[src/rtl/serial_deframer.sv]
// serial_deframer: serial-to-parallel word receiver with valid/ready output and sticky overflow; SERIAL_DEFRAMER_PARITY_EN adds a trailing even-parity bit and perr
module serial_deframer #(
  parameter int W = 8
) (
  input  logic         clk,
  input  logic         nrst,
  input  logic         si,
  input  logic         sv,
  input  logic         sof,
  input  logic         msb_first,
  output logic [W-1:0] q,
  output logic         qv,
`ifdef SERIAL_DEFRAMER_PARITY_EN
  output logic         perr,
`endif
  input  logic         qr,
  output logic         ovf,
  input  logic         ovf_clr
);
`ifdef SERIAL_DEFRAMER_PARITY_EN
  localparam int n_bits = W + 1;
`else
  localparam int n_bits = W;
`endif
  localparam int cw = $clog2(n_bits);
  localparam logic [cw-1:0] n_last = cw'(n_bits - 1);
  typedef enum logic {IDLE, RECV} state_t;
  state_t state, state_n;
  logic [cw-1:0] cnt, cnt_n;
  logic [W-1:0] sh, sh_n, word;
  logic ord, ord_n, done;
`ifdef SERIAL_DEFRAMER_PARITY_EN
  logic par_c;
  assign word = sh;
  assign par_c = ^{sh, si};
`else
  assign word = sh_n;
`endif
  // state, bit counter, shift register and latched bit order
  always_ff @(posedge clk) begin
    if (!nrst) begin
      state <= IDLE;
      cnt <= '0;
      sh <= '0;
      ord <= 1'b0;
    end else begin
      state <= state_n;
      cnt <= cnt_n;
      sh <= sh_n;
      ord <= ord_n;
    end
  end
  // sof restarts a word from any state; plain bits are only taken while receiving
  always_comb begin
    state_n = state;
    cnt_n = cnt;
    sh_n = sh;
    ord_n = ord;
    done = 1'b0;
    if (sv && sof) begin
      state_n = RECV;
      ord_n = msb_first;
      cnt_n = cw'(1);
      sh_n = msb_first ? {{(W-1){1'b0}}, si} : {si, {(W-1){1'b0}}};
    end else if (sv && state == RECV) begin
      done = cnt == n_last;
      cnt_n = done ? '0 : cnt + cw'(1);
`ifdef SERIAL_DEFRAMER_PARITY_EN
      sh_n = done ? sh : (ord ? {sh[W-2:0], si} : {si, sh[W-1:1]});
`else
      sh_n = ord ? {sh[W-2:0], si} : {si, sh[W-1:1]};
`endif
    end
  end
  // output register: a completed word is accepted when the slot is free or draining, otherwise dropped
  always_ff @(posedge clk) begin
    if (!nrst) begin
      q <= '0;
      qv <= 1'b0;
      ovf <= 1'b0;
`ifdef SERIAL_DEFRAMER_PARITY_EN
      perr <= 1'b0;
`endif
    end else begin
      if (done && (!qv || qr)) begin
        q <= word;
        qv <= 1'b1;
`ifdef SERIAL_DEFRAMER_PARITY_EN
        perr <= par_c;
`endif
      end else if (qv && qr) begin
        qv <= 1'b0;
      end
      ovf <= (done && qv && !qr) || (ovf && !ovf_clr);
    end
  end
endmodule

[config.mk]
export PLATFORM = sky130hd
export DESIGN_NAME = serial_deframer
export DESIGN_NICKNAME = d
export VERILOG_FILES = /design/src/rtl/serial_deframer.sv
export SDC_FILE = /design/constraint.sdc
export NUM_CORES = 1
export LEC_CHECK = 0
export ABC_AREA = 0
export ABC_CLOCK_PERIOD_IN_PS = 1700
export BUFFER_PORTS_ARGS = -buffer_cell sky130_fd_sc_hd__buf_2
export CORE_AREA = 2 2 49 85
export CTS_BUF_LIST = sky130_fd_sc_hd__clkbuf_2 sky130_fd_sc_hd__clkbuf_4 sky130_fd_sc_hd__clkbuf_8
export CTS_CLUSTER_SIZE = 10
export DETAILED_ROUTE_END_ITERATION = 7
export DIE_AREA = 0 0 51 87
export SLEW_MARGIN = 0
export SYNTH_ARGS = -nofsm -noshare
export SYNTH_HDL_FRONTEND = slang
export SYNTH_SLANG_ARGS = --single-unit
[constraint.sdc]
create_clock -name clk -period 1.7 [get_ports clk]
set_input_delay 0 -clock clk [delete_from_list [all_inputs] [get_ports clk]]
set_output_delay 0 -clock clk [all_outputs]
set_load 0.02 [all_outputs]
==> results of run 1 <==
==> logic make-up (layout without fill, tap and decap cells) <==
family	count (synthesis)	after routing	share of synthesized area (%)
compound gates	38	38	26.6
simple gates	30	30	14.5
flops	23	23	42.4
buf+inv	11	25	5.76
mux	9	9	8.41
fa+ha+maj	2	2	2.30
==> worst max path at each step <==
stage | startpoint | endpoint | cells past startpoint
2_1_floorplan | cnt[0]$_SDFFE_PN0P_ | q[4]$_SDFFE_PN0P_ | 6
3_3_place_gp | cnt[0]$_SDFFE_PN0P_ | q[0]$_SDFFE_PN0P_ | 5
3_5_place_dp | cnt[0]$_SDFFE_PN0P_ | q[0]$_SDFFE_PN0P_ | 5
4_1_cts | cnt[0]$_SDFFE_PN0P_ | q[0]$_SDFFE_PN0P_ | 5
5_1_grt | cnt[0]$_SDFFE_PN0P_ | q[0]$_SDFFE_PN0P_ | 5
6_report | cnt[0]$_SDFFE_PN0P_ | q[0]$_SDFFE_PN0P_ | 5
==> where the power goes <==
group / total, mW / switching (mW) / internal (mW)
Sequential: 0.565 / 0.0138 / 0.551
Combinational: 0.0925 / 0.0526 / 0.0399
Clock: 0.367 / 0.183 / 0.184
Total: 1.02 / 0.249 / 0.775
==> state kept, by name, indices dropped and copies added, names as in the netlist <==
signal / cells
qv: 1
ovf: 1
sh: 8
q: 8
cnt: 3
ord: 1
state: 1
==> final cells by class <==
type                            count  area, sq um
Multi-Input combinational cell     79          564
Fill cell                         389         2550
Tap cell                           48         60.1
Timing Repair Buffer               20          108
Sequential cell                    23          460
Clock buffer                        4         48.8
Inverter                            1         3.75
==> stage by stage <==
stage                     util, %  power [mW]  cell area (sq um)  hold WS (ns)
after floorplan                 -       0.642               1090         0.145
after global placement       31.5       0.668               1190         0.272
after detailed placement     31.5       0.670               1190         0.295
after CTS                    32.8        1.02               1240        0.0102
after global routing         32.8        1.07               1240        0.0140
final                        32.8        1.02               1240       0.00173
==> critical path, delay by kind of cell, from the launching register on <==
kind                     cells  cell delay, ns
AND/OR/NAND/NOR              3            0.75
adder cells (fa/ha/maj)      2            0.38
flip-flops                   1            0.36
==> repair_timing <==
| item | 4_1_cts | 5_1_grt |
|---|---|---|
| gates resized for setup | 1 | 0 |
| setup endpoints to repair | 7 | 0 |
| hold buffers | 0 | 0 |
==> layer usage <==
layer	vias to the layer above	global-route usage, %	routed length [microns]
met5	-	0	0
met4	0	10.8	132
met3	13	2.23	92
met2	25	20.2	1240
met1	413	12.0	939
li1	434	-	-
==> synthesized netlist by cell type, types with 2 or more instances <==
master	instances
o21a_1	2
and3b_1	2
a211oi_2	4
dfxtp_1	23
a31o_1	5
mux2i_1	8
clkbuf_1	2
buf_4	2
a21oi_1	16
buf_2	5
nand2_1	13
nor2_1	3
a21boi_1	4
and2_1	3
ha_1	2
nand4_1	3
==> cells in the final DEF (no fill, tap or decap), drive strengths merged <==
cell and count:
nand4 3, and2 3, inv 1, a21boi 5, ha 2, buf 20, nor2 3, clkbuf 4
and3b 2, a211oi 6, nand4b 1, nor3 1, a31o 5, mux2 1, o21a 2, a21oi 16
nand3 1, a211o 1, nor3b 1, o22ai 1, nand2 13, dfxtp 23, nand2b 1, and4b 1
mux2i 8, a21bo 2
==> impl_metrics.tcl, run 1 <==
set metrics [dict create \
    yosysTopAreaCell "dfxtp_1" \
    worst_ep_required_time_ns 1.87 \
    power_leakage_nw 0.477 \
    setup_viol 0 \
    post_synthesis_async_set_or_reset_flop_share_pct 0 \
    worstPathCellList "ha_1 > ha_1 > and4b_2 > nand4_1 > and3b_1" \
    worst_ir_drop_vdd_v 0.000336 \
    synth-edff-count 0 \
    max_slew.worst_pin.slew_ns 0.626 \
    setup-tns-final_ns 0 \
    yosys_warnings 0 \
    place_inst 171 \
    postSynth.topFlopCell "dfxtp_1" \
    hold-path-cell-count 3 \
    place_hpwl_microns 1790 \
    p_per_area_mw_per_mm2 823 \
    port_buffers 17 \
    vias 885 \
    htree_levels 1 \
    die_w_microns 51 \
    core_area_sq_mm 0.00379 \
    worst_path_most_repeated_cell "ha_1" \
    critical_path.max_fanout 16 \
    rsz_0062_raised_after_global_routing "false" \
    worstReg2RegEnd "q[0]$_SDFFE_PN0P_" \
    final.setup_skew_ns 0.000536 \
    num_rows 30 \
    antenna_cells 0 \
    dpl_worst_slack_ns 0.0191 \
    hold-path-endpoint "ord$_SDFFE_PN0P_" \
    remaining_drc_errors 0 \
    grt_start_max_net_pins 19 \
    ys_seq_area_share_pct 42.4 \
    worstSetupEndpointType "flop" \
    synthesized_flop_and_latch_total 23 \
    clockBufferDepth 2 \
    worstPathArrival_ns 1.76 \
    cts.sink_count 23 \
    slew_headroom_pct 58.3 \
    setup_crit_start_kind "flop" \
    antenna_violations_before_repair 0 \
    number_of_nets_in_the_final_layout 138 \
    min_period_over_period_pct 93.7 \
    post-synth-top-area-fraction_pct 42.4 \
    post_synth_instance_area_sq_mm 0.00109 \
    slew_viol_final 0 \
    r2r_setup_slack_ns 0.11 \
    vias_per_cell 5.06 \
    cts_made_buffers 3 \
    design.portCount 18 \
    cp_slowest_stage_delay_ns 0.43 \
    global_route.overflow_total 0 \
    clock_tree.root_cell "clkbuf_8" \
    final-instance-count-excl-fill 175 \
    post-route-min-period_ns 1.59 \
    starting_utilization_of_the_core_area_pct 28.6 \
    wire_per_inst_microns 13.7 \
    cts_setup_buffers 0 \
    synth_area_per_cell_sq_um 9.61 \
    die_y_microns 87 \
    synth_nets 123 \
    detailedRoute.firstIterationViolations 10 \
    worstReg2RegStart "cnt[0]$_SDFFE_PN0P_" \
    tritoncts_clock_tree "built" \
    drive_above_1_share_pct 25.2 \
    reg2regPathDepth 5 \
    route.final.wire_length_microns 2400 \
    synthDistinctLibCells 32 \
    cpMaxStageDelayCell "and4b_2" \
    biggest_area_contributors_in_the_synthesized_netlist "dfxtp_1 (42%), a21oi_1 (7.4%), mux2i_1 (7.4%)" \
    postSynthCellCount 113 \
    worstHoldStart "msb_first" \
    run_status "finished, final reports clean" \
    global_route_wire_length_before_repair_microns 3930 \
    dieArea_sq_mm 0.00444 \
    path_clk_slew_ns 0.08 \
    firstDrtPassIters 4 \
    ant_nets 0 \
    final_hold_viol_count 0 \
    worst_hold_path_type "input port to flop" \
    finalWorstSetupSlack_ns 0.107 \
    timing.fmax_ghz 0.628 \
    area_growth_syn_to_layout_pct 14.6 \
    worst_skew_pair.late_latency_ns 0.27 \
    place_congestion 0.838 \
    number_of_global_route_vias_before_repair 875 \
    max_cap_viol_count 0 \
    setup.worst_path.class "flop to flop" \
    grtUsageTotal_pct 11.9 \
]
(Power assumes the default switching activity.)
==> run 2, diff against run 1 <==
Settings changed: BUFFER_PORTS_ARGS -buffer_cell sky130_fd_sc_hd__buf_2 to not set, DONT_BUFFER_PORTS set to 1.
==> run 2 against run 1 <==
Cell count shrank 6.9%; combinational power shrank 8.1%; sequential cell count is the same; largest cell class unchanged; cell area shrank 2.8%; highest routed layer unchanged; setup slack gained 0.014 ns; register-to-register slack is essentially flat; clock power shrank 7.9%; wire length shrank 4.6%; count of clock-buffer cells in the layout shrank 1.
==> impl_metrics.tcl, run 2 (synthesis gave the netlist of run 1 again) <==
set metrics [dict create \
    cpMaxStageDelayCell "and4b_2" \
    area_growth_syn_to_layout_pct 11.4 \
    setup_viol 0 \
    timing.fmax_ghz 0.633 \
    crit_start "cnt[0]$_SDFFE_PN0P_" \
    firstDrtPassIters 4 \
    worstPathArrival_ns 1.74 \
    final.setup_skew_ns 0.00125 \
    clockBufferDepth 2 \
    dpl_worst_slack_ns -0.0133 \
    rsz_0062_raised_after_global_routing "false" \
    worstReg2RegEnd "q[4]$_SDFFE_PN0P_" \
    drive_above_1_share_pct 12.2 \
    worst-path-buf-inv 0 \
    num_rows 30 \
    number_of_global_route_vias_before_repair 815 \
    starting_utilization_of_the_core_area_pct 28.6 \
    clock_tree.root_cell "clkbuf_8" \
    worstReg2RegStart "cnt[0]$_SDFFE_PN0P_" \
    multiInputGateArea_sq_um 564 \
    worst_path_most_repeated_cell "ha_1" \
    setup.worst_path.class "flop to flop" \
    worst_ir_drop_vdd_v 0.000413 \
    worstSetupEndpointType "flop" \
    grt-busiest-layer "met2" \
    dieArea_sq_mm 0.00444 \
    most-common-layout-cells "dfxtp_1 (23), a21oi_1 (16), nand2_1 (13)" \
    power_leakage_nw 0.413 \
    antenna_cells 0 \
    worst_ep_required_time_ns 1.86 \
    global_route_wire_length_before_repair_microns 3900 \
    min_period_over_period_pct 92.9 \
    antenna_violations_before_repair 0 \
    cp_slowest_stage_delay_ns 0.43 \
    worstPathCellList "ha_1 > ha_1 > and4b_2 > a21oi_1 > a31o_1" \
    die_y_microns 87 \
    die_w_microns 51 \
    post-route-min-period_ns 1.58 \
    htree_levels 1 \
    reg2regPathDepth 5 \
    final-seq-area_sq_um 460 \
    endpoint "q[4]$_SDFFE_PN0P_" \
    r2r_setup_slack_ns 0.12 \
    core_area_sq_mm 0.00379 \
    cts_setup_buffers 0 \
    design.portCount 18 \
    p_per_area_mw_per_mm2 817 \
    gr-usage-met1_pct 12.2 \
    vias_per_cell 5.04 \
    setup-tns-final_ns 0 \
    nFillCells 400 \
    vias 821 \
    remaining_drc_errors 0 \
    total_power_uw 989 \
    port_buffers 0 \
    global_route.overflow_total 0 \
    worstHoldStart "nrst" \
    detailedRoute.firstIterationViolations 12 \
    slew_headroom_pct 59.4 \
    number_of_nets_in_the_final_layout 126 \
    layout_commonest_cell "dfxtp_1" \
    critical_path.max_fanout 16 \
    slew_viol_final 0 \
    place_inst 153 \
    ant_nets 0 \
    route.final.wire_length_microns 2290 \
    worst_skew_pair.late_latency_ns 0.26 \
    grt_use_met3_pct 2.92 \
    worst_path_dominant_cell_family "simple AND/OR/NAND/NOR gates" \
    grtUsageTotal_pct 11.8 \
    grt_start_max_net_pins 19 \
    worst_hold_path_type "input port to flop" \
    path_clk_slew_ns 0.08 \
    setup_crit_start_kind "flop" \
    gr-usage-met2_pct 20.2 \
    run_status "finished, final reports clean" \
    final-instance-count-excl-fill 163 \
    cts.sink_count 23 \
    final_hold_viol_count 0 \
    max_slew.worst_pin.slew_ns 0.610 \
    timing.critical_path.depth 5 \
    max_cap_viol_count 0 \
    largestRegisters "q (8), sh (8), cnt (3)" \
    tritoncts_clock_tree "built" \
    wire_per_inst_microns 14.1 \
    cts_made_buffers 3 \
    place_hpwl_microns 1750 \
    place_congestion 0.816 \
    finalWorstSetupSlack_ns 0.121 \
]
==> run 2: cell count changes in the layout (fill, tap and decap cells not counted) <==
cell           before  now
buf_2              17    0
buf_4               3    2
clkbuf_4            1    0
clkinv_2            0    1
dlygate4sd3_1       0    6
==> run 2: worst min-delay path by stage <==
stage / end / slack, ns / depth (start not counted)
CTS: q[3]$_SDFFE_PN0P_ / 0.001 / 3
global route: q[3]$_SDFFE_PN0P_ / 0.009 / 3
finish: q[3]$_SDFFE_PN0P_ / 0.001 / 3
detailed placement: sh[7]$_SDFF_PN0_ / 0.13 / 1
global placement: state$_SDFFE_PN0P_ / 0.12 / 1
floorplan: ord$_SDFFE_PN0P_ / 0.14 / 2
==> run 2: cell type report <==
cell class                      instances  area share, %
Sequential cell                        23           38.1
Clock buffer                            3           3.41
Timing Repair Buffer                    8           6.20
Clock inverter                          1          0.414
Tap cell                               48           4.96
Multi-Input combinational cell         79           46.6
Inverter                                1          0.310
==> run 2: worst reg2reg max path, stage by stage, from the launching register on <==
cell and delay [ns]:
dfxtp_1 0.37, ha_1 0.18, ha_1 0.18, and4b_2 0.43
a21oi_1 0.12, a31o_1 0.21
==> run 2: timing repair <==
action,CTS,global route
hold endpoints to repair,13,0
setup endpoints to repair,7,0
resized for setup,1,0
hold buffers,6,0
==> run 2: routing by layer <==
layer  wire (microns)  share of wire [%]
met1              880                 38
met5                0                  0
met2             1240                 54
met4               72                3.1
met3               95                4.1
==> run 2: per-stage QoR <==
stage	hold WS, ns	instance area, sq um	utilization (%)
floorplan	0.145	1090	-
global placement	0.123	1100	29.1
detailed placement	0.125	1100	29.1
CTS	0.00114	1210	31.9
global route	0.00928	1210	31.9
finish	0.00115	1210	31.9
==> run 2: power by group <==
part / leakage, nW / internal [mW] / switching [mW]
logic: 0.201 / 0.0422 / 0.0428
registers: 0.186 / 0.551 / 0.0150
clock network: 0.0255 / 0.164 / 0.174
==> run 3, diff against run 2 <==
--- a/constraint.sdc
+++ b/constraint.sdc
@@ -3,2 +3,2 @@
 set_output_delay 0 -clock clk [all_outputs]
-set_load 0.02 [all_outputs]
+set_load 0.1 [all_outputs]
==> run 3 against run 2 <==
Count of clock-buffer cells in the layout unchanged; register-to-register slack better by 0.06 ns; first-iteration DRC count rose by 92%; cell area is 7.0% higher; sequential power hardly changed; global-route usage rose by 1.3 points; sequential share of layout area fell by 2.5 points; utilization is 2.2 points higher; wire length is 11% higher; critical path type unchanged; critical endpoint is now q[0]$_SDFFE_PN0P_.
==> impl_metrics.tcl, run 3 (synthesis gave the netlist of run 1 again) <==
set metrics [dict create \
    run_status "finished, final reports clean" \
    power_leakage_nw 0.471 \
    final_hold_viol_count 0 \
    worst_ep_required_time_ns 1.86 \
    hold-path-cell-count 3 \
    cts_setup_buffers 0 \
    worstPathArrival_ns 1.69 \
    num_rows 30 \
    fin_util_pct 34.2 \
    cts.sink_count 23 \
    core_area_sq_mm 0.00379 \
    final.setup_skew_ns 0.00232 \
    worst_hold_path_type "input port to flop" \
    setup_viol 0 \
    global_route.overflow_total 0 \
    die_w_microns 51 \
    cpMaxStageDelayCell "and4b_4" \
    p_per_area_mw_per_mm2 770 \
    finalWorstSetupSlack_ns 0.177 \
    setup_crit_start_kind "flop" \
    setup.worst_path.class "flop to flop" \
    worst_ir_drop_vdd_v 0.000512 \
    number_of_nets_in_the_final_layout 137 \
    grtUsageTotal_pct 13.1 \
    die_y_microns 87 \
    cts_made_buffers 3 \
    worstSetupEndpointType "flop" \
    max_cap_viol_count 0 \
    vias_per_cell 5.12 \
    clock_tree.root_cell "clkbuf_8" \
    worst_skew_pair.late_latency_ns 0.26 \
    endpoint "q[0]$_SDFFE_PN0P_" \
    timing.critical_path.depth 5 \
    crit_start "cnt[0]$_SDFFE_PN0P_" \
    dpl_worst_slack_ns -0.00328 \
    worstPathCellList "ha_1 > ha_1 > and4b_4 > nand4_1 > and3b_1" \
    tritoncts_clock_tree "built" \
    place_congestion 0.860 \
    worst_path_most_repeated_cell "ha_1" \
    worstReg2RegStart "cnt[0]$_SDFFE_PN0P_" \
    min_period_over_period_pct 89.6 \
    remaining_drc_errors 0 \
    detailedRoute.firstIterationViolations 23 \
    vias 891 \
    layout_commonest_cell "dfxtp_1" \
    drive_above_1_share_pct 19.8 \
    design.portCount 18 \
    total_power_uw 997 \
    route.final.wire_length_microns 2540 \
    r2r_setup_slack_ns 0.18 \
    worst-path-buf-inv 0 \
    critical_path.max_fanout 16 \
    antenna_violations_before_repair 0 \
    timing.fmax_ghz 0.656 \
    final.hold.worst_slack_ns 0.00712 \
    post-route-min-period_ns 1.52 \
    slew_headroom_pct 58.7 \
    setup-tns-final_ns 0 \
    wire_per_inst_microns 14.6 \
    worst_path_dominant_cell_family "simple AND/OR/NAND/NOR gates" \
    firstDrtPassIters 4 \
    worstReg2RegEnd "q[0]$_SDFFE_PN0P_" \
    antenna_cells 0 \
    area_growth_syn_to_layout_pct 19.2 \
    max_slew.worst_pin.slew_ns 0.620 \
    global_route_wire_length_before_repair_microns 4310 \
    largestRegisters "q (8), sh (8), cnt (3)" \
    number_of_global_route_vias_before_repair 932 \
    cp_slowest_stage_delay_ns 0.38 \
    clockBufferDepth 2 \
    reg2regPathDepth 5 \
    place_hpwl_microns 1830 \
    port_buffers 0 \
    dieArea_sq_mm 0.00444 \
    rsz_0062_raised_after_global_routing "false" \
    grt_start_max_net_pins 19 \
    most-common-layout-cells "dfxtp_1 (23), a21oi_1 (16), nand2_1 (13), buf_4 (13), mux2i_1 (8)" \
    htree_levels 1 \
    slew_viol_final 0 \
    ant_nets 0 \
    starting_utilization_of_the_core_area_pct 28.6 \
    path_clk_slew_ns 0.08 \
]
run 3: repair_timing:
action,4_1_cts,5_1_grt
resized for setup,1,1
endpoints found under the setup margin,1,6
hold buffers,6,0
endpoints found under the hold margin,16,0
run 3: area by class of cell:
class	count	area, sq um
fill	375	2500
timing repair buffer	19	158
multi-input combinational	79	567
sequential	23	460
tap	48	60.1
inverter	1	3.75
clock inverter	1	5.00
clock buffer	3	41.3
run 3: metrics by stage:
step	instances	cell area (sq um)
2_1_floorplan	113	1090
6_report	174	1290
3_3_place_gp	164	1180
5_1_grt	174	1290
3_5_place_dp	164	1180
4_1_cts	174	1290
run 3: worst min-delay path by stage:
stage               slack [ns]                 end  startpoint
finish                   0.007   q[4]$_SDFFE_PN0P_        nrst
floorplan                 0.14    ord$_SDFFE_PN0P_   msb_first
global route             0.009    sh[1]$_SDFF_PN0_          sv
global placement          0.12  state$_SDFFE_PN0P_        nrst
CTS                     0.0006    sh[2]$_SDFF_PN0_          sv
detailed placement        0.13  state$_SDFFE_PN0P_        nrst
run 3: worst reg2reg max path: stages, from the launching register on:
cell,delay [ns]
dfxtp_1,0.36
ha_1,0.17
ha_1,0.20
and4b_4,0.38
nand4_1,0.11
and3b_1,0.20
run 3: per-layer routing:
layer	share of wire (%)	global-route usage, %
met4	4.1	7.86
met1	38	13.2
met3	2.8	2.92
met2	55	23.6
met5	0	0
run 3: power breakdown:
group,leakage (nW),internal [mW],switching [mW],total [mW]
Sequential,0.186,0.551,0.0158,0.567
Clock,0.0255,0.164,0.178,0.341
Combinational,0.259,0.0434,0.0455,0.0889
